[src/rtl/tick_timer.sv]
// Tick generator: base tick every max(div,1) enabled cycles, sub tick every SUB base ticks, sq toggles per sub tick.
// Optional fractional dithering of the base period is built when TICK_TIMER_FRAC_EN is defined.
module tick_timer #(
   parameter int DIV_W   = 16,
`ifdef TICK_TIMER_FRAC_EN
   parameter int DEF_DIV = 32,
`else
   parameter int DEF_DIV = 33,
`endif
   parameter int SUB     = 16
`ifdef TICK_TIMER_FRAC_EN
   ,
   parameter int FRAC_W   = 8,
   parameter int DEF_FRAC = 141
`endif
) (
   input  logic             osc_clk,
   input  logic             rst,
   input  logic             en,
   input  logic             clr,
   input  logic             div_ld,
   input  logic [DIV_W-1:0] div_in,
`ifdef TICK_TIMER_FRAC_EN
   input  logic [FRAC_W-1:0] frac_in,
`endif
   output logic             tick,
   output logic             tick_sub,
   output logic             sq
);

   localparam int SUB_W = $clog2(SUB);

   logic [DIV_W-1:0] div_act_q, div_act_d;
   logic [DIV_W-1:0] div_sh_q, div_sh_d;
   logic             sh_vld_q, sh_vld_d;
   logic [DIV_W-1:0] cnt_q, cnt_d;
   logic [SUB_W-1:0] sub_cnt_q, sub_cnt_d;
   logic             sq_q, sq_d;
   logic             tick_q, tick_d;
   logic             tick_sub_q, tick_sub_d;
   logic [DIV_W-1:0] p_cur, p_ld, p_nxt, div_nxt;
`ifdef TICK_TIMER_FRAC_EN
   logic [FRAC_W-1:0] facc_q, facc_d;
   logic [FRAC_W-1:0] frac_act_q, frac_act_d;
   logic [FRAC_W-1:0] frac_sh_q, frac_sh_d;
   logic [FRAC_W-1:0] frac_nxt;
   logic              carry;
`endif

   always_comb begin
      div_act_d  = div_act_q;
      div_sh_d   = div_sh_q;
      sh_vld_d   = sh_vld_q;
      cnt_d      = cnt_q;
      sub_cnt_d  = sub_cnt_q;
      sq_d       = sq_q;
      tick_d     = 1'b0;
      tick_sub_d = 1'b0;
      p_cur      = (div_act_q == '0) ? DIV_W'(1) : div_act_q;
      p_ld       = (div_in == '0) ? DIV_W'(1) : div_in;
      // A load strobe coincident with the terminal count beats any older shadow value.
      div_nxt    = div_ld ? div_in : (sh_vld_q ? div_sh_q : div_act_q);
      p_nxt      = (div_nxt == '0) ? DIV_W'(1) : div_nxt;
`ifdef TICK_TIMER_FRAC_EN
      facc_d     = facc_q;
      frac_act_d = frac_act_q;
      frac_sh_d  = frac_sh_q;
      frac_nxt   = div_ld ? frac_in : (sh_vld_q ? frac_sh_q : frac_act_q);
      carry      = 1'b0;
`endif
      if (clr) begin
         cnt_d     = p_cur - DIV_W'(1);
         sub_cnt_d = '0;
`ifdef TICK_TIMER_FRAC_EN
         facc_d    = '0;
`endif
      end else if (!en) begin
         if (div_ld) begin
            div_act_d = div_in;
            sh_vld_d  = 1'b0;
            cnt_d     = p_ld - DIV_W'(1);
`ifdef TICK_TIMER_FRAC_EN
            frac_act_d = frac_in;
`endif
         end
      end else if (cnt_q == '0) begin
         tick_d    = 1'b1;
         div_act_d = div_nxt;
         sh_vld_d  = 1'b0;
`ifdef TICK_TIMER_FRAC_EN
         {carry, facc_d} = {1'b0, facc_q} + {1'b0, frac_act_q};
         frac_act_d      = frac_nxt;
         cnt_d           = carry ? p_nxt : p_nxt - DIV_W'(1);
`else
         cnt_d           = p_nxt - DIV_W'(1);
`endif
         if (sub_cnt_q == SUB_W'(SUB - 1)) begin
            sub_cnt_d  = '0;
            tick_sub_d = 1'b1;
            sq_d       = ~sq_q;
         end else begin
            sub_cnt_d = sub_cnt_q + SUB_W'(1);
         end
      end else begin
         cnt_d = cnt_q - DIV_W'(1);
         if (div_ld) begin
            div_sh_d = div_in;
            sh_vld_d = 1'b1;
`ifdef TICK_TIMER_FRAC_EN
            frac_sh_d = frac_in;
`endif
         end
      end
   end

   always_ff @(posedge osc_clk) begin
      if (rst) begin
         div_act_q  <= DIV_W'(DEF_DIV);
         div_sh_q   <= '0;
         sh_vld_q   <= 1'b0;
         cnt_q      <= DIV_W'(DEF_DIV - 1);
         sub_cnt_q  <= '0;
         sq_q       <= 1'b0;
         tick_q     <= 1'b0;
         tick_sub_q <= 1'b0;
`ifdef TICK_TIMER_FRAC_EN
         facc_q     <= '0;
         frac_act_q <= FRAC_W'(DEF_FRAC);
         frac_sh_q  <= '0;
`endif
      end else begin
         div_act_q  <= div_act_d;
         div_sh_q   <= div_sh_d;
         sh_vld_q   <= sh_vld_d;
         cnt_q      <= cnt_d;
         sub_cnt_q  <= sub_cnt_d;
         sq_q       <= sq_d;
         tick_q     <= tick_d;
         tick_sub_q <= tick_sub_d;
`ifdef TICK_TIMER_FRAC_EN
         facc_q     <= facc_d;
         frac_act_q <= frac_act_d;
         frac_sh_q  <= frac_sh_d;
`endif
      end
   end

   assign tick     = tick_q;
   assign tick_sub = tick_sub_q;
   assign sq       = sq_q;

endmodule

[config.mk]
export PLATFORM = sky130hd
export DESIGN_NAME = tick_timer
export DESIGN_NICKNAME = d
export VERILOG_FILES = /design/src/rtl/tick_timer.sv
export SDC_FILE = /design/constraint.sdc
export NUM_CORES = 1
export LEC_CHECK = 0
export ABC_AREA = 1
export CORE_MARGIN = 2
export CORE_UTILIZATION = 50
export CTS_CLUSTER_DIAMETER = 60
export DETAILED_ROUTE_END_ITERATION = 16
export GPL_TIMING_DRIVEN = 1
export HOLD_SLACK_MARGIN = 0.1
export PLACE_DENSITY = 0.72
export SLEW_MARGIN = 0
export SYNTH_ARGS = -nofsm -noshare
export SYNTH_HDL_FRONTEND = slang
export SYNTH_SLANG_ARGS = --single-unit
[constraint.sdc]
create_clock -name osc_clk -period 2.18 [get_ports osc_clk]
set_clock_uncertainty 0.15 [all_clocks]
set_input_delay 0.218 -clock osc_clk [delete_from_list [all_inputs] [get_ports osc_clk]]
set_output_delay 0.218 -clock osc_clk [all_outputs]
set_load 0.02 [all_outputs]
==> impl_metrics.ini, run 1 <==
[status]
outcome = finished, violations left
failed_checks = negative setup slack

[sta]
relSlewSlack = 0.7920
fin_crit_ns = 2.375
worstMarginPinSlew_ns = 0.3120
fmax_ghz = 0.4210
finalWorstSetupSlack_ns = -0.1953
hold_viol = 0
setup_viol = 13
final-max-slew-violation-count = 0
rsz0062_at_grt = true
finalCritPeriodShare = 1.090
hold_ws_ns = 0.3217

[synth]
synth-seq-cells = 56
synthesis.nets = 653
synth_edf_count = 0
synth_area_sq_um = 3931
yosys_warnings = 0
synth_most_common_cell = nand2_1
syn_inst = 630
yosysSeqAreaShare = 0.2852
synth-main-ff-cell = dfxtp_1
synth_async_sr_flop_share = 0
ys_top_cells_by_area = dfxtp_1 29%, nand2_1 15%, nand3_1 9.8%
ys_types = 44
synthTopCellsByCount = 159 x nand2_1, 77 x nand3_1, 73 x nor2_1, 56 x dfxtp_1, 51 x inv_1
yosys.area.top_type_share = 0.2852
yosys.area.top_type = dfxtp_1
syn_area_per_cell_sq_um = 6.240

[worst_setup_path]
critPathCaptureType = register
critPathKind = reg2reg
cp.required_ns = 2.24
rrSetupSlack_ns = -0.20
reg2regPathDepth = 19
r2r-start = sh_vld_q$_SDFFE_PP0P_
start_kind = register
critPathMaxFanout = 8
arrival_ns = 2.43
timing.rr.end = cnt_q[14]$_SDFFE_PP0P_

[placed_design]
place_inst = 847
dpl_cell_area_sq_um = 5097
hpwl_mm = 9.544
place_congestion = 0.9512
portBuffers = 23

[power]
clockPowerShare = 0.217
ir_drop_uv = 303.9
intPower_mw = 1.824
p_per_area_nw_per_um2 = 490.3
combPwrFrac = 0.388
p_total_mw = 2.859
p_sw_mw = 1.035
leakage_nw = 2.764
switching_share = 0.3620
seq_power_share = 0.395

[die]
rows = 32
die_h_um = 92.67
core_area_sq_um = 7687
die_area_sq_um = 8588
initial_core_util = 0.5114
die_w_um = 92.67
io_pins = 24

[clock_network]
htree_levels = 2
cts_hold_buffers = 0
numCtsBuffers = 5
clkTransAtPathRegs_ns = 0.12
cts_buffer_depth = 2
cts.sinks = 56
cts_tree = built
clockRootBuffer = clkbuf_8
clk_latency_ns = 0.33

[cells_and_area]
fin_area_sq_um = 5831
stdcell_count = 876
antennaDiodeCount = 0
area_growth_pct = 48.31
nNetsFinal = 796
final_layout_size_suffix_gt1_frac = 0.3863

[detailed_routing]
vias = 4923
route.detailed.drc = 0
drt-total-wl_mm = 13.94
wl_per_cell_um = 15.91
first_pass_iters = 5
drt_iter0_drc = 294
vias_per_cell = 5.620
ant_nets = 0

[hold_path]
min_delay_worst_endpoint = div_sh_q[6]$_SDFFE_PP0P_
min_path_cells = 2
worstHoldPathType = reg2reg
hold_path.startpoint = div_sh_q[6]$_SDFFE_PP0P_

[global_route]
antenna_found_initial = 0
grt_pass1_wl_mm = 21.46
grt_max_degree = 28
grt_pass1_vias = 4661
grt_overflow = 0
grt.total_usage = 0.3101

[run]
drv_cap = 0
worst max-delay path, stage by stage, from the launching register on:
cell	delay, ns
dfxtp_4	0.45
buf_12	0.17
nand2_4	0.05
nand3_2	0.07
o21ai_2	0.08
nand2_1	0.08
nor2_1	0.05
nand2_1	0.13
o21bai_4	0.07
nand2_2	0.10
nand2_4	0.06
inv_4	0.06
ha_4	0.14
nand2_4	0.07
nor2_8	0.15
nand3_2	0.09
nor2_1	0.10
nor2_1	0.05
nor2_1	0.08
nor2_1	0.04
cells by family after synthesis:
kind of cell,share of synthesized area
AO/OA/AOI/OAI,0.1652
AND/OR/NAND/NOR,0.4402
adder cells (fa/ha/maj),0.006364
buffers and inverters,0.1031
flip-flops,0.2852
how the worst max path moves through the flow:
stage                               start                      to  slack [ns]  cells past startpoint
finish              sh_vld_q$_SDFFE_PP0P_  cnt_q[14]$_SDFFE_PP0P_       -0.20                     19
global route        sh_vld_q$_SDFFE_PP0P_  cnt_q[14]$_SDFFE_PP0P_       -0.29                     19
CTS                 sh_vld_q$_SDFFE_PP0P_   cnt_q[6]$_SDFFE_PP0P_       -0.08                     18
detailed placement                 div_ld   cnt_q[6]$_SDFFE_PP0P_       -0.58                     18
global placement                   div_ld  cnt_q[14]$_SDFFE_PP0P_       -0.52                     19
floorplan           cnt_q[9]$_SDFFE_PP0P_  cnt_q[14]$_SDFFE_PP0P_       -0.06                     18
state kept, by name, summed over array words and instances, names as in the netlist:
register	cells
tick	1
div_act_q	16
cnt_q	16
tick_sub	1
sub_cnt_q	4
sh_vld_q	1
div_sh_q	16
sq	1
cell usage in the layout (no fill, tap or decap), drive strengths merged, types with 7 or more instances in the layout:
cell / instances
inv: 61
clkdlybuf4s50: 21
nor2: 88
dfxtp: 56
nand4: 7
nand3: 82
buf: 142
nand2: 173
a31oi: 7
a21oi: 44
o21ai: 55
cell type report:
class                   count  area [sq um]
multi-input cells         482          2808
fillers                   572          1857
repair buffers            166          1390
flip-flops and latches     56          1144
inverters                  62         271.5
well taps                 102         127.6
clock buffers               5         68.82
clock inverters             3         21.27
power by group through the flow:
stage / registers [mW] / logic, mW / clock network, mW
3_3_place_gp: 1.14 / 0.886 / 0
4_1_cts: 1.12 / 0.978 / 0.619
2_1_floorplan: 1.14 / 0.505 / 0
6_report: 1.13 / 1.11 / 0.619
5_1_grt: 1.14 / 1.19 / 0.666
3_5_place_dp: 1.14 / 0.900 / 0
repair_timing:
item / 4_1_cts / 5_1_grt
pin swaps: 25 / 48
setup buffers: 10 / 9
endpoints found under the setup margin: 14 / 24
gates resized for setup: 41 / 88
cloned: 0 / 2
per-stage QoR:
step,setup TNS [ns],setup WS (ns),utilization
global route,-2.619,-0.2888,0.7585
detailed placement,-7.908,-0.5827,0.6631
floorplan,-0.1669,-0.06468,-
global placement,-6.467,-0.5201,0.6631
CTS,-0.3762,-0.07567,0.7052
finish,-1.240,-0.1953,0.7585
metal layers:
metal	track usage	up-vias	wire, um
li1	-	2347	-
met2	0.5566	205	7033
met1	0.3885	2332	5679
met4	0.08824	0	330
met3	0.04068	39	894
met5	0	-	0
(Power assumes the default switching activity.)
==> inputs of run 2 (changes only) <==
--- a/config.mk
+++ b/config.mk
@@ -10,9 +10,10 @@
 export CORE_UTILIZATION = 50
 export CTS_CLUSTER_DIAMETER = 60
 export DETAILED_ROUTE_END_ITERATION = 16
+export DONT_BUFFER_PORTS = 1
 export GPL_TIMING_DRIVEN = 1
 export HOLD_SLACK_MARGIN = 0.1
-export PLACE_DENSITY = 0.72
+export PLACE_DENSITY = 0.68
 export SLEW_MARGIN = 0
 export SYNTH_ARGS = -nofsm -noshare
 export SYNTH_HDL_FRONTEND = slang
==> impl_metrics.ini, run 2 (synthesis gave the netlist of run 1 again) <==
[cells_and_area]
stdcell_count = 809
reg.largest.list = cnt_q: 16 flops, div_act_q: 16 flops, div_sh_q: 16 flops
final_layout_size_suffix_gt1_frac = 0.2857
layout_common_cells = 146 x nand2_1, 68 x nand3_1, 64 x buf_4
nFillCells = 689
antennaDiodeCount = 0
area_growth_pct = 30.39
final_common_cell = nand2_1
utilization = 0.6668
nNetsFinal = 730

[clock_network]
clkTransAtPathRegs_ns = 0.11
numCtsBuffers = 5
cts_buffer_depth = 2
clk_latency_ns = 0.32
htree_levels = 2
cts.sinks = 56
clockRootBuffer = clkbuf_8
cts_tree = built

[status]
outcome = finished, violations left
failed_checks = negative setup slack

[power]
leakage_nw = 2.300
ir_drop_uv = 310.1
p_per_area_nw_per_um2 = 509.9

[placed_design]
portBuffers = 0
hpwl_mm = 8.748
place_congestion = 0.8937
pre_cts_ws_ns = -0.1879
place_inst = 768

[sta]
hold_viol = 0
finalCritPeriodShare = 1.040
setup_viol = 10
relSlewSlack = 0.4612
worstMarginPinSlew_ns = 0.8055
finalWorstSetupSlack_ns = -0.08711
rsz0062_at_grt = true
final-max-slew-violation-count = 0
fmax_ghz = 0.4411
hold_ws_ns = 0.1040
fin_crit_ns = 2.267

[hold_path]
min_path_cells = 4
hold_path.startpoint = div_in[6]
min_delay_worst_endpoint = div_act_q[6]$_SDFFE_PP0P_
worstHoldPathType = in2reg

[run]
drv_cap = 0

[die]
die_w_um = 92.67
die_h_um = 92.67
die_area_sq_um = 8588
initial_core_util = 0.5114
io_pins = 24
core_area_sq_um = 7687
rows = 32

[worst_setup_path]
reg2regPathDepth = 18
critPathKind = reg2reg
start_kind = register
r2r-start = sh_vld_q$_SDFFE_PP0P_
timing.rr.end = cnt_q[14]$_SDFFE_PP0P_
critPathLaunch = sh_vld_q$_SDFFE_PP0P_
cp.required_ns = 2.23
critPathMaxFanout = 8
rrSetupSlack_ns = -0.09
critPathCaptureType = register
arrival_ns = 2.32

[global_route]
antenna_found_initial = 0
grt_pass1_vias = 4282
grt_overflow = 0
grt_max_degree = 33
grt.total_usage = 0.2956
grt_pass1_wl_mm = 20.38

[detailed_routing]
wl_per_cell_um = 15.87
vias_per_cell = 5.590
drt-total-wl_mm = 12.84
ant_nets = 0
route.detailed.drc = 0
drt_iter0_drc = 388
vias = 4522
first_pass_iters = 6
==> run 2: cell count changes in the layout (fill, tap and decap cells not counted), moves of 4 or more <==
cell,before,now
nand3_2,24,13
nand2_1,137,146
clkdlybuf4s50_1,21,0
inv_2,6,10
dlygate4sd3_1,0,24
buf_4,130,64
dfxtp_1,40,44
nand2_4,14,7
dfxtp_2,15,11
nand3_1,56,68
==> run 2: worst max-delay path by stage <==
stage | slack, ns | to
after CTS | -0.04 | cnt_q[14]$_SDFFE_PP0P_
after global placement | -0.16 | cnt_q[8]$_SDFFE_PP0P_
after global routing | -0.27 | cnt_q[14]$_SDFFE_PP0P_
after detailed placement | -0.19 | cnt_q[8]$_SDFFE_PP0P_
after floorplan | -0.06 | cnt_q[14]$_SDFFE_PP0P_
final | -0.09 | cnt_q[14]$_SDFFE_PP0P_
==> run 2: power by group <==
part           switching (mW)  leakage (nW)  total (mW)  internal [mW]
logic                   0.512          1.80       0.914          0.402
registers              0.0442         0.462        1.13           1.08
clock network           0.350        0.0410       0.571          0.220
==> run 2: critical path, cell delays in order, from the launching register on <==
cell	delay (ns)
dfxtp_4	0.38
buf_6	0.14
nand2_1	0.06
nand3_1	0.10
o21ai_2	0.11
nand2_1	0.07
nor2_1	0.09
nand2_1	0.08
o21bai_1	0.17
nand2_2	0.10
nand2_4	0.08
inv_2	0.05
ha_4	0.16
nand2_4	0.08
nor2_8	0.05
nand4_1	0.08
nand2_1	0.05
nor2_1	0.12
nor2_1	0.06
==> run 2: metal layers <==
metal	global-route usage	routed length [um]	vias to the layer above
met5	0	0	-
met4	0.1005	316	0
met3	0.02929	981	34
met2	0.5225	6338	202
met1	0.3759	5198	2087
li1	-	-	2199
==> run 2: area by class of cell <==
class | instances | area [sq um] | area share
Inverter | 62 | 245.2 | 0.04784
Clock inverter | 1 | 5.005 | 0.0009763
Timing Repair Buffer | 100 | 894.6 | 0.1745
Tap cell | 102 | 127.6 | 0.02490
Clock buffer | 6 | 72.57 | 0.01416
Multi-Input combinational cell | 482 | 2643 | 0.5155
Sequential cell | 56 | 1139 | 0.2221
==> run 2: metrics by stage <==
step / TNS [ns] / total power [mW] / cell area (sq um)
floorplan: -0.1669 / 1.643 / 3974
global placement: -1.113 / 1.863 / 4447
CTS: -0.1646 / 2.542 / 4921
global route: -2.199 / 2.748 / 5126
finish: -0.4251 / 2.614 / 5126
detailed placement: -1.367 / 1.876 / 4447
==> run 2: what timing repair did <==
action                                  CTS  global route
hold buffers                             24             0
gates resized for setup                  39            39
pin swaps                                23            15
buffers inserted                          4             6
endpoints found under the hold margin    39             0
endpoints found under the setup margin   17            27
